$ cat src/rtl/elastic_pipe_pkg.sv
// Shared helpers for the elastic pipeline: count-width sizing and parameter sanity checks.
package elastic_pipe_pkg;

  function automatic int cnt_width(input int n);
    return ($clog2(n + 1) > 1) ? $clog2(n + 1) : 1;
  endfunction

  function automatic bit check_param_pos(input int v);
    return v >= 1;
  endfunction

  function automatic bit check_param_nonneg(input int v);
    return v >= 0;
  endfunction

endpackage

$ cat src/rtl/elastic_pipe_stage.sv
// One elastic stage: a valid/data register pair that loads on take and empties on adv.
module elastic_stage #(
  parameter int W = 1
) (
  input  logic         clk,
  input  logic         rst,
  input  logic         clk_en,
  input  logic         flush,
  input  logic         take,
  input  logic         adv,
  input  logic [W-1:0] src,
  output logic         vld,
  output logic [W-1:0] dat
);

  logic         vld_q, vld_d;
  logic [W-1:0] dat_q, dat_d;

  // Flush only drops the valid bit; payload is left as-is.
  always_comb begin
    vld_d = vld_q;
    dat_d = dat_q;
    if (flush) begin
      vld_d = 1'b0;
    end else if (clk_en) begin
      if (take) begin
        vld_d = 1'b1;
        dat_d = src;
      end else if (adv) begin
        vld_d = 1'b0;
      end
    end
  end

  always_ff @(posedge clk) begin
    if (rst) begin
      vld_q <= 1'b0;
      dat_q <= '0;
    end else begin
      vld_q <= vld_d;
      dat_q <= dat_d;
    end
  end

  assign vld = vld_q;
  assign dat = dat_q;

endmodule

$ cat src/rtl/elastic_pipe.sv
// N-stage valid/ready pipeline with bubble collapsing and occupancy count.
// Optional flush input enabled by defining CX_ELASTIC_PIPE_FLUSH_EN.
module elastic_pipe
  import elastic_pipe_pkg::*;
#(
  parameter  int W  = 1,
  parameter  int N  = 1,
  localparam int CW = cnt_width(N)
) (
  input  logic          clk,
  input  logic          rst,
  input  logic          clk_en,
  input  logic          in_valid,
  output logic          in_ready,
  input  logic [W-1:0]  in_data,
  output logic          out_valid,
  input  logic          out_ready,
  output logic [W-1:0]  out_data,
  output logic [CW-1:0] count
`ifdef CX_ELASTIC_PIPE_FLUSH_EN
  ,
  input  logic          flush
`endif
);

  logic flushActive;
`ifdef CX_ELASTIC_PIPE_FLUSH_EN
  assign flushActive = flush;
`else
  assign flushActive = 1'b0;
`endif

  if (!check_param_pos(W) || !check_param_nonneg(N)) begin : g_param_err
    $error("elastic_pipe: W must be >= 1 and N must be >= 0");
  end

  if (N == 0) begin : g_passthru
    logic unused_n0;
    assign unused_n0 = ^{clk, rst};
    assign out_valid = in_valid && clk_en && !flushActive;
    assign in_ready  = out_ready && clk_en && !flushActive;
    assign out_data  = in_data;
    assign count     = '0;
  end else begin : g_pipe
    logic [N-1:0] vld;
    logic [N-1:0] adv;
    logic [W-1:0] chain [N+1];
    logic         inXfer;

    // Ready ripples from the output back to the head, so a stalled tail
    // still lets earlier items slide into empty slots.
    always_comb begin
      adv      = '0;
      adv[N-1] = vld[N-1] && out_ready;
      for (int i = N - 2; i >= 0; i--) begin
        adv[i] = vld[i] && (!vld[i+1] || adv[i+1]);
      end
    end

    assign in_ready  = clk_en && !flushActive && (!vld[0] || adv[0]);
    assign inXfer    = in_valid && in_ready;
    assign chain[0]  = in_data;
    assign out_valid = clk_en && !flushActive && vld[N-1];
    assign out_data  = chain[N];

    for (genvar i = 0; i < N; i++) begin : g_stage
      logic takeI;
      if (i == 0) begin : g_head
        assign takeI = inXfer;
      end else begin : g_body
        assign takeI = adv[i-1];
      end

      elastic_stage #(.W(W)) u_stage (
        .clk    (clk),
        .rst    (rst),
        .clk_en (clk_en),
        .flush  (flushActive),
        .take   (takeI),
        .adv    (adv[i]),
        .src    (chain[i]),
        .vld    (vld[i]),
        .dat    (chain[i+1])
      );
    end

    always_comb begin
      count = '0;
      for (int i = 0; i < N; i++) begin
        count = count + CW'(vld[i]);
      end
    end
  end

endmodule
$ cat config.mk
export PLATFORM = sky130hd
export DESIGN_NAME = elastic_pipe
export DESIGN_NICKNAME = d
export VERILOG_FILES = /design/src/rtl/elastic_pipe_pkg.sv /design/src/rtl/elastic_pipe_stage.sv /design/src/rtl/elastic_pipe.sv
export SDC_FILE = /design/constraint.sdc
export NUM_CORES = 1
export LEC_CHECK = 0
export CAP_MARGIN = 20
export CORE_AREA = 2 2 39 41
export DETAILED_ROUTE_END_ITERATION = 10
export DIE_AREA = 0 0 41 43
export GPL_ROUTABILITY_DRIVEN = 0
export GPL_TIMING_DRIVEN = 0
export PLACE_DENSITY = 0.35
export SYNTH_ARGS = -nofsm -noshare
export SYNTH_HDL_FRONTEND = slang
export SYNTH_SLANG_ARGS = --single-unit
$ cat constraint.sdc
create_clock -name clk -period 0.8 [get_ports clk]
set_input_delay 0.12 -clock clk [delete_from_list [all_inputs] [get_ports clk]]
set_output_delay 0.12 -clock clk [all_outputs]
set_load 0.02 [all_outputs]
; Yosys cells after proc, flatten, opt, wreduce, memory -nomap -nowiden
; Index checks and enable logic that the tools add are counted.
[totals]
regBits = 2
out_inout_bits = 4
elab_cells = 13
input_bits = 6
[classes]
n_mux = 2
reduce_logical = 9
[ops]
columns = operator, count
row1 = logical AND 1 bit, 4
row2 = AND reduction 2 bit, 2
row3 = 2-to-1 mux 1 bit, 2
row4 = nonzero test 2 bit, 1
row5 = zero test 1 bit, 1
row6 = logical OR 1 bit, 1

; Logic depth before layout (Yosys ltp)
; Gate-level depths: netlist (run 1).
[depth]
word_depth = 6
depth_mapped = 3
mapped_depth_nobuf = 3

; By module
; Synthesis (run 1) repeated with hierarchy kept, for this count alone.
[hier_totals]
hier_cells = 15
area_unflattened_um2 = 132.6
[by_module_without_submodules]
columns = module, area_each_um2, n_inst, cells_each, seq_area_each_um2
row1 = elastic_stage, 96.3, 1, 9, 40.0
row2 = elastic_pipe, 36.3, 1, 6, 0.0

; Worst setup path after synthesis (run 1)
; OpenSTA, ideal clock, no wires.
[synth_path]
path_type = register to output
startpoint = register g_pipe.g_stage[0].u_stage.vld_q
endpoint = output port in_ready
path_slack_ps = -239
arrival_time_ps = 919
required_ps = 680
n_path_buf = 0
path_stages_with_launch = 2
cell_sequence = dfxtp_1 -> a21boi_0
[synth_between]
elab_chain_len = 3
word_cells_on_any_way = 4
classes_between = reduce/logical (4)
[synth_lines]
columns = item, line
row1 = from (decl), elastic_pipe_stage.sv:16  ; logic vld_q, vld_d;
row2 = from (signal assigned), elastic_pipe_stage.sv:40  ; vld_q <= vld_d;
row3 = zero test 1 bit or logical AND 1 bit (tied branches), "elastic_pipe.sv:60, elastic_pipe.sv:54"
row4 = logical OR 1 bit (*), elastic_pipe.sv:60  ; assign in_ready = clk_en && !flushActive && (!vld[0] || adv[0]);
row5 = logical AND 1 bit (*), elastic_pipe.sv:60
row6 = to (decl), elastic_pipe.sv:14  ; output logic in_ready,
; Every way passes the cells marked *; elsewhere a longest branch is shown, timed or not.

; Worst setup path after layout (run 1)
[layout_path]
startpoint = register g_pipe.g_stage[0].u_stage.vld_q
endpoint = output port out_valid
[layout_between]
elab_chain_len = 1
[layout_lines]
columns = item, line
row1 = logical AND 1 bit, elastic_pipe.sv:63  ; assign out_valid = clk_en && !flushActive && vld[N-1];
row2 = to (decl), elastic_pipe.sv:16  ; output logic out_valid,
; Every way passes these cells.

==> results.py, run 1 <==
metrics = {
    "clocking": {
        "path_clk_slew_ns": 0.03,
        "clock-root-buffer": "clkbuf_4",
        "cts_buffers": 3,
        "cts.sinks": 2,
        "cts_tree": "built",
        "h-tree-depth": 1,
        "clockBufferDepth": 2,
        "clock_latency_ns": 0.22,
    },
    "drt": {
        "vias": 127,
        "finalWirelength_um": 305,
        "detail-route-antenna-nets": 0,
        "drc": 0,
        "wl_per_cell_um": 7.09,
        "viasPerCell": 2.95,
        "initialDrtViolationCount": 1,
        "drtPass1Iterations": 2,
    },
    "synthesis": {
        "syn_area_per_cell_sq_um": 8.37,
        "synth.net_count": 19,
        "synth_area_sq_um": 109,
        "netlist_instances": 13,
        "ys_types": 10,
        "seq_area_frac_synth_pct": 36.8,
        "ys_ff_latch": 2,
        "yosysWarningCount": 0,
    },
    "die": {
        "pin_count": 10,
        "core_area_sq_mm": 0.00138,
        "row_count": 14,
        "start_util_pct": 7.87,
        "die_x_um": 41,
        "die_h_um": 43,
        "die_area_sq_mm": 0.00176,
    },
    "pwr": {
        "power.density_mw_per_mm2": 1630,
        "fin_total_pwr_uw": 424,
        "peakVddDrop_mv": 0.483,
        "p_leak_uw": 0.000116,
    },
    "critical_path": {
        "rr_startpoint": "g_pipe.g_stage[0].u_stage.vld$_SDFFE_PP0P_",
        "cp_max_fo": 4,
        "cp_slowest_cell": "dfxtp_2",
        "critical_path.startpoint": "g_pipe.g_stage[0].u_stage.vld$_SDFFE_PP0P_",
        "crit_path_max_incr_delay_ns": 0.34,
        "required_ns": 0.68,
        "cp_cell_sequence": "and2_4, buf_6",
        "cp_num_buf_inv": 1,
        "cp_data_arrival_time_ns": 0.81,
        "path_delay_family": "flip-flops",
        "end_kind": "output pin",
        "worstSetupPathType": "reg -> out",
        "startpoint_type": "flop",
    },
    "sta": {
        "worst_slack_ns": -0.127,
        "slew_viol_final": 0,
        "period_share_pct": 116,
        "finalHoldViolCount": 0,
        "clock_skew_ns": 0.00176,
        "tns_ns": -0.368,
        "grt_setup_unrepaired": "yes",
        "slew_headroom_pct": 91.6,
        "tightest_slew_ns": 0.122,
        "min_period_ns": 0.927,
        "setup_viol": 4,
        "max_freq_mhz": 1080,
    },
    "min_path": {
        "hold_class": "in -> reg",
        "hp-start": "out_ready",
    },
    "layout": {
        "drive_above_1_share_pct": 59.3,
        "layout_common_cells": "clkbuf_4, clkdlybuf4s50_1, buf_6",
        "utilization_pct": 18.8,
        "area_delta_synth_final_pct": 139,
        "fin_nets": 35,
        "diodes": 0,
        "stdcell_count": 43,
    },
    "global_route": {
        "grt_max_degree": 5,
        "track_usage_pct": 4.71,
        "grt_pass1_vias": 133,
        "grt_pass1_wl_um": 496,
        "grt.overflow.total": 0,
        "antenna_found_initial": 0,
    },
    "placement": {
        "pre_cts_slack_ns": -0.755,
        "port_buffers": 9,
        "dpl.cell_count": 38,
        "place.detailed.hpwl_um": 251,
    },
    "status": {
        "status": "finished with violations",
        "violations": "negative setup slack",
    },
    "flow_run": {
        "cap_viol_max_count": 0,
    },
}
==> metrics by stage <==
step | instance area (sq um) | hold slack, ns
floorplan | 114 | 0.182
global placement | 224 | 0.472
detailed placement | 224 | 0.482
CTS | 253 | 0.329
global route | 260 | 0.369
finish | 260 | 0.340
==> tightest hold or removal path: stages <==
cell and delay, ns:
dlygate4sd2_1 0.23, nand2_1 0.06, nand2_1 0.06, a21oi_1 0.05
==> power breakdown <==
part           internal (uW)  leakage (uW)  switching [uW]
sequential               108     0.0000172            4.98
clock                    165     0.0000138            52.3
combinational           54.6     0.0000853            39.7
==> layout make-up <==
type                       count  area [sq um]
inverter                       1          3.75
sequential                     2          42.5
clock buffer                   3          22.5
timing repair buffer          11           101
tap                           16          20.0
fill                         154          1120
multi-input combinational     10          70.1
==> timing repair <==
item                                    4_1_cts  5_1_grt
setup buffers                                 1        1
endpoints found under the setup margin        5        5
pin swaps                                     0        1
gates resized for setup                      26        0
hold buffers                                  0        0
endpoints found under the hold margin         0        0
==> logic make-up (layout without fill, tap and decap cells) <==
family	after synthesis	count (layout)	synth area share [%]
AO/OA/AOI/OAI	3	3	19.5
buffers and inverters	1	15	3.44
flip-flops	2	2	36.8
AND/OR/NAND/NOR	6	6	31.0
multiplexers	1	1	9.20
==> worst paths after layout <==
| check | to | slack, ns | depth (start not counted) |
|---|---|---|---|
| setup / recovery | out_valid | -0.13 | 2 |
| hold / removal | g_pipe.g_stage[0].u_stage.vld$_SDFFE_PP0P_ | 0.34 | 4 |
| setup reg to reg | g_pipe.g_stage[0].u_stage.dat$_SDFFE_PP0P_ | -0.07 | 3 |
| hold reg to reg | g_pipe.g_stage[0].u_stage.vld$_SDFFE_PP0P_ | 0.60 | 3 |
==> layer usage <==
metal | global-route usage [%] | vias up | wire, um
met5 | 0 | - | 0
li1 | - | 70 | -
met4 | 6.00 | 0 | 0
met3 | 4.19 | 0 | 69
met1 | 6.07 | 47 | 142
met2 | 3.44 | 10 | 93
==> flip-flops by register name, indices dropped and copies added (netlist names) <==
| register | flops |
|---|---|
| g_pipe.g_stage.u_stage.dat | 1 |
| g_pipe.g_stage.u_stage.vld | 1 |
==> synthesized netlist by cell type <==
| cell | instances | area share [%] |
|---|---|---|
| a21boi_0 | 1 | 6.9 |
| a21oi_1 | 1 | 4.6 |
| a21oi_2 | 1 | 8.0 |
| and2_2 | 1 | 6.9 |
| dfxtp_1 | 2 | 37 |
| inv_2 | 1 | 3.4 |
| mux2i_1 | 1 | 9.2 |
| nand2_1 | 2 | 6.9 |
| nand2_2 | 1 | 5.8 |
| nand2b_1 | 2 | 11 |
Power figures use the tool's default switching activity.
==> inputs of run 2 (changes only) <==
Settings changed: GPL_TIMING_DRIVEN 0 to default.
==> results.py, run 2 (synthesis gave the netlist of run 1 again) <==
metrics = {
    "status": {
        "status": "finished with violations",
        "violations": "negative setup slack",
    },
    "sta": {
        "timing.hold.ws_ns": 0.328,
        "setup_viol": 4,
        "min_period_ns": 0.934,
        "max_freq_mhz": 1070,
        "tightest_slew_ns": 0.149,
        "slew_viol_final": 0,
        "finalHoldViolCount": 0,
        "period_share_pct": 117,
        "clock_skew_ns": 0.00289,
        "worst_slack_ns": -0.134,
        "grt_setup_unrepaired": "yes",
        "slew_headroom_pct": 90.1,
    },
    "layout": {
        "multi_input_area_sq_um": 77.6,
        "layout_common_cells": "buf_4, clkbuf_4, clkdlybuf4s50_1, buf_6",
        "seq_area_sq_um": 42.5,
        "drive_above_1_share_pct": 63.3,
        "fin_nets": 38,
        "area_delta_synth_final_pct": 167,
        "final_common_cell": "buf_4",
        "diodes": 0,
        "nFillCells": 153,
    },
    "critical_path": {
        "cp_data_arrival_time_ns": 0.81,
        "cp_cell_sequence": "and2_4, buf_6",
        "crit_path_max_incr_delay_ns": 0.34,
        "cp_slowest_cell": "dfxtp_2",
        "end_kind": "output pin",
        "cp_num_buf_inv": 1,
        "cp_max_fo": 4,
        "worstSetupPathType": "reg -> out",
        "path_delay_family": "flip-flops",
        "startpoint_type": "flop",
        "required_ns": 0.68,
        "rrSetupSlack_ns": -0.03,
    },
    "global_route": {
        "grt.overflow.total": 0,
        "grt_pass1_vias": 132,
        "grt_max_degree": 5,
        "grt_pass1_wl_um": 593,
        "antenna_found_initial": 0,
        "track_usage_pct": 6.11,
    },
    "pwr": {
        "seqPwrFrac_pct": 25.2,
        "p_int_uw": 338,
        "p_leak_uw": 0.000132,
        "fin_total_pwr_uw": 449,
        "p_clk_share_pct": 50.4,
        "combPwrFrac_pct": 24.4,
        "power.density_mw_per_mm2": 1550,
        "netSwitchingPower_uw": 111,
        "peakVddDrop_mv": 0.454,
        "swShare_pct": 24.6,
    },
    "placement": {
        "port_buffers": 9,
    },
    "clocking": {
        "cts.sinks": 2,
        "clock_latency_ns": 0.23,
        "cts_buffers": 3,
        "h-tree-depth": 1,
        "clockBufferDepth": 2,
        "cts_tree": "built",
        "path_clk_slew_ns": 0.03,
        "clock-root-buffer": "clkbuf_4",
        "hold_buffers": 0,
    },
    "die": {
        "core_area_sq_mm": 0.00138,
        "die_area_sq_mm": 0.00176,
        "die_x_um": 41,
        "row_count": 14,
        "pin_count": 10,
        "start_util_pct": 7.87,
        "die_h_um": 43,
    },
    "drt": {
        "finalWirelength_um": 355,
        "wl_per_cell_um": 7.72,
        "viasPerCell": 3.15,
        "drtPass1Iterations": 2,
        "initialDrtViolationCount": 1,
        "vias": 145,
        "drc": 0,
        "detail-route-antenna-nets": 0,
    },
    "flow_run": {
        "cap_viol_max_count": 0,
    },
    "min_path": {
        "hold_class": "in -> reg",
    },
}
## run 2: path summary, 6_finish.rpt
path / startpoint / cells after the start / to
worst max-delay path: g_pipe.g_stage[0].u_stage.vld$_SDFFE_PP0P_ / 2 / out_valid
worst min-delay path: out_ready / 4 / g_pipe.g_stage[0].u_stage.vld$_SDFFE_PP0P_
worst max register to register: g_pipe.g_stage[0].u_stage.vld$_SDFFE_PP0P_ / 3 / g_pipe.g_stage[0].u_stage.dat$_SDFFE_PP0P_
worst min register to register: g_pipe.g_stage[0].u_stage.dat$_SDFFE_PP0P_ / 3 / g_pipe.g_stage[0].u_stage.dat$_SDFFE_PP0P_
## run 2: worst reg2reg max path, cell delays in order (launching register included)
cell,delay [ns]
dfxtp_2,0.32
buf_4,0.14
a21oi_4,0.11
mux2i_1,0.18
## run 2: layout make-up
class	count	area share, %
Timing Repair Buffer	14	42.7
Multi-Input combinational cell	10	26.7
Sequential cell	2	14.7
Clock buffer	3	7.76
Tap cell	16	6.90
Inverter	1	1.29
## run 2: power by group through the flow
stage | Sequential, uW | Combinational [uW] | Clock, uW
2_1_floorplan | 121 | 29.0 | 0
3_3_place_gp | 113 | 109 | 0
3_5_place_dp | 114 | 109 | 0
4_1_cts | 114 | 107 | 239
5_1_grt | 114 | 119 | 255
6_report | 113 | 110 | 226
## run 2: per-layer routing
layer	GRT usage [%]	vias up	share of wire [%]
met2	4.69	12	29
met1	7.03	55	50
li1	-	76	-
met3	7.85	2	19
met4	6.00	0	2.3
met5	0	-	0
## run 2: repair_timing
| action | 4_1_cts | 5_1_grt |
|---|---|---|
| endpoints found under the setup margin | 6 | 5 |
| setup buffers | 0 | 0 |
| resized for setup | 26 | 1 |
## run 2: through the flow
stage / std cells / area, sq um / setup TNS [ns] / setup slack, ns / util [%]
after floorplan: 13 / 114 / 0 / 0.0501 / -
after global placement: 43 / 262 / -2.74 / -0.751 / 18.9
after detailed placement: 43 / 262 / -2.79 / -0.754 / 18.9
after CTS: 46 / 283 / -0.428 / -0.152 / 20.4
after global routing: 46 / 290 / -0.574 / -0.171 / 21.0
final: 46 / 290 / -0.347 / -0.134 / 21.0
==> inputs of run 3 (changes only) <==
Settings changed: PLACE_DENSITY 0.35 to 0.34.
Clock period 0.8 ns to 1.2 ns, I/O delays scaled along.
==> results.py, run 3 (synthesis gave the netlist of run 1 again) <==
metrics = {
    "status": {
        "status": "finished, final reports clean",
    },
    "die": {
        "die_area_sq_mm": 0.00176,
        "die_x_um": 41,
        "start_util_pct": 7.87,
        "row_count": 14,
        "core_area_sq_mm": 0.00138,
        "die_h_um": 43,
        "pin_count": 10,
    },
    "clocking": {
        "cts.sinks": 2,
        "clock_latency_ns": 0.22,
        "cts_tree": "built",
        "h-tree-depth": 1,
        "clockBufferDepth": 2,
        "path_clk_slew_ns": 0.03,
        "hold_buffers": 0,
        "cts_buffers": 3,
        "clock-root-buffer": "clkbuf_4",
    },
    "layout": {
        "final_common_cell": "buf_4",
        "layout_common_cells": "buf_4, clkdlybuf4s50_1, clkbuf_4",
        "area_delta_synth_final_pct": 155,
        "fin_nets": 38,
        "stdcell_count": 46,
        "diodes": 0,
        "drive_above_1_share_pct": 53.3,
        "utilization_pct": 20.1,
    },
    "critical_path": {
        "worstSetupPathType": "in -> out",
        "cp_data_arrival_time_ns": 0.99,
        "cp_slowest_cell": "clkdlybuf4s50_1",
        "r2r-end": "g_pipe.g_stage[0].u_stage.dat$_SDFFE_PP0P_",
        "crit_path_max_incr_delay_ns": 0.49,
        "startpoint_type": "primary input",
        "cp_cell_sequence": "clkdlybuf4s50_1, a21boi_2, buf_4",
        "worst_r2r_path_depth": 3,
        "rrSetupSlack_ns": 0.34,
        "required_ns": 1.02,
        "end_kind": "output pin",
        "rr_startpoint": "g_pipe.g_stage[0].u_stage.vld$_SDFFE_PP0P_",
        "cp_max_fo": 3,
    },
    "global_route": {
        "grt_pass1_wl_um": 545,
        "grt_pass1_vias": 145,
        "antenna_found_initial": 0,
        "grt_max_degree": 5,
        "track_usage_pct": 4.90,
        "grt.overflow.total": 0,
    },
    "drt": {
        "vias": 140,
        "wl_per_cell_um": 7.13,
        "finalWirelength_um": 328,
        "initialDrtViolationCount": 2,
        "viasPerCell": 3.04,
        "detail-route-antenna-nets": 0,
        "drc": 0,
        "drtPass1Iterations": 3,
    },
    "min_path": {
        "hold_depth": 4,
        "hp-start": "out_ready",
        "holdPathEnd": "g_pipe.g_stage[0].u_stage.vld$_SDFFE_PP0P_",
        "hold_class": "in -> reg",
    },
    "pwr": {
        "p_clk_share_pct": 49.9,
        "peakVddDrop_mv": 0.585,
        "p_leak_uw": 0.000134,
        "combPwrFrac_pct": 23.9,
        "power.density_mw_per_mm2": 1020,
        "seqPwrFrac_pct": 26.2,
        "p_int_uw": 222,
        "swShare_pct": 22.0,
        "fin_total_pwr_uw": 284,
        "netSwitchingPower_uw": 62.5,
    },
    "placement": {
        "port_buffers": 9,
        "dpl.cell_count": 43,
    },
    "sta": {
        "slew_viol_final": 0,
        "min_period_ns": 1.17,
        "slew_headroom_pct": 86.5,
        "grt_setup_unrepaired": "no",
        "period_share_pct": 97.3,
        "finalHoldViolCount": 0,
        "clock_skew_ns": 0.00438,
        "setup_viol": 0,
        "max_freq_mhz": 856,
        "tightest_slew_ns": 0.203,
    },
    "flow_run": {
        "cap_viol_max_count": 0,
    },
}
## run 3: cell count changes in the layout (fill, tap and decap cells not counted), sizes merged
| cell | before | now |
|---|---|---|
| clkdlybuf4s15 | 0 | 1 |
| dlygate4sd2 | 2 | 1 |
| buf | 9 | 7 |
| clkdlybuf4s50 | 3 | 4 |
| dlymetal6s2s | 0 | 1 |
## run 3: what timing repair did
action	4_1_cts	5_1_grt
pin swaps	0	0
setup buffers	0	0
resized for setup	16	1
endpoints found under the setup margin	4	1
## run 3: power groups by stage
stage / logic (uW) / registers, uW / clock network (uW)
4_1_cts: 69.4 / 74.5 / 150
3_5_place_dp: 71.7 / 75.0 / 0
5_1_grt: 72.6 / 74.8 / 159
3_3_place_gp: 71.9 / 74.8 / 0
2_1_floorplan: 17.9 / 79.5 / 0
6_report: 67.9 / 74.4 / 142
## run 3: layout make-up
class | instances | area, sq um
Tap cell | 16 | 20.0
Fill cell | 152 | 1110
Timing Repair Buffer | 14 | 123
Clock buffer | 3 | 22.5
Multi-Input combinational cell | 10 | 68.8
Sequential cell | 2 | 40.0
Inverter | 1 | 3.75
## run 3: worst max-delay path: cells and delay by family
kind            cells  cell delay [ns]
buf+inv             2             0.64
compound gates      1             0.17
## run 3: how the worst max path moves through the flow
stage / startpoint / to / slack (ns) / depth (start not counted)
after global routing: clk_en / in_ready / 0.0007 / 3
after CTS: out_ready / in_ready / -0.01 / 4
after floorplan: g_pipe.g_stage[0].u_stage.vld$_SDFFE_PP0P_ / in_ready / 0.10 / 1
after detailed placement: out_ready / in_ready / -0.54 / 4
final: clk_en / in_ready / 0.03 / 3
after global placement: clk_en / in_ready / -0.55 / 3
## run 3: metal layers
metal,GRT usage [%],wire length [um],up-vias
met5,0,0,-
met4,4.00,0,0
met3,3.14,57,0
met2,5.00,89,10
met1,6.69,181,52
li1,-,-,78
## run 3: stage by stage
step	area, sq um	setup WS (ns)	hold slack (ns)	TNS (ns)
after global routing	278	0.000668	0.349	0
after detailed placement	256	-0.538	0.490	-1.05
after floorplan	109	0.101	0.249	0
final	278	0.0321	0.334	0
after global placement	256	-0.554	0.485	-1.05
after CTS	275	-0.0118	0.493	-0.0118
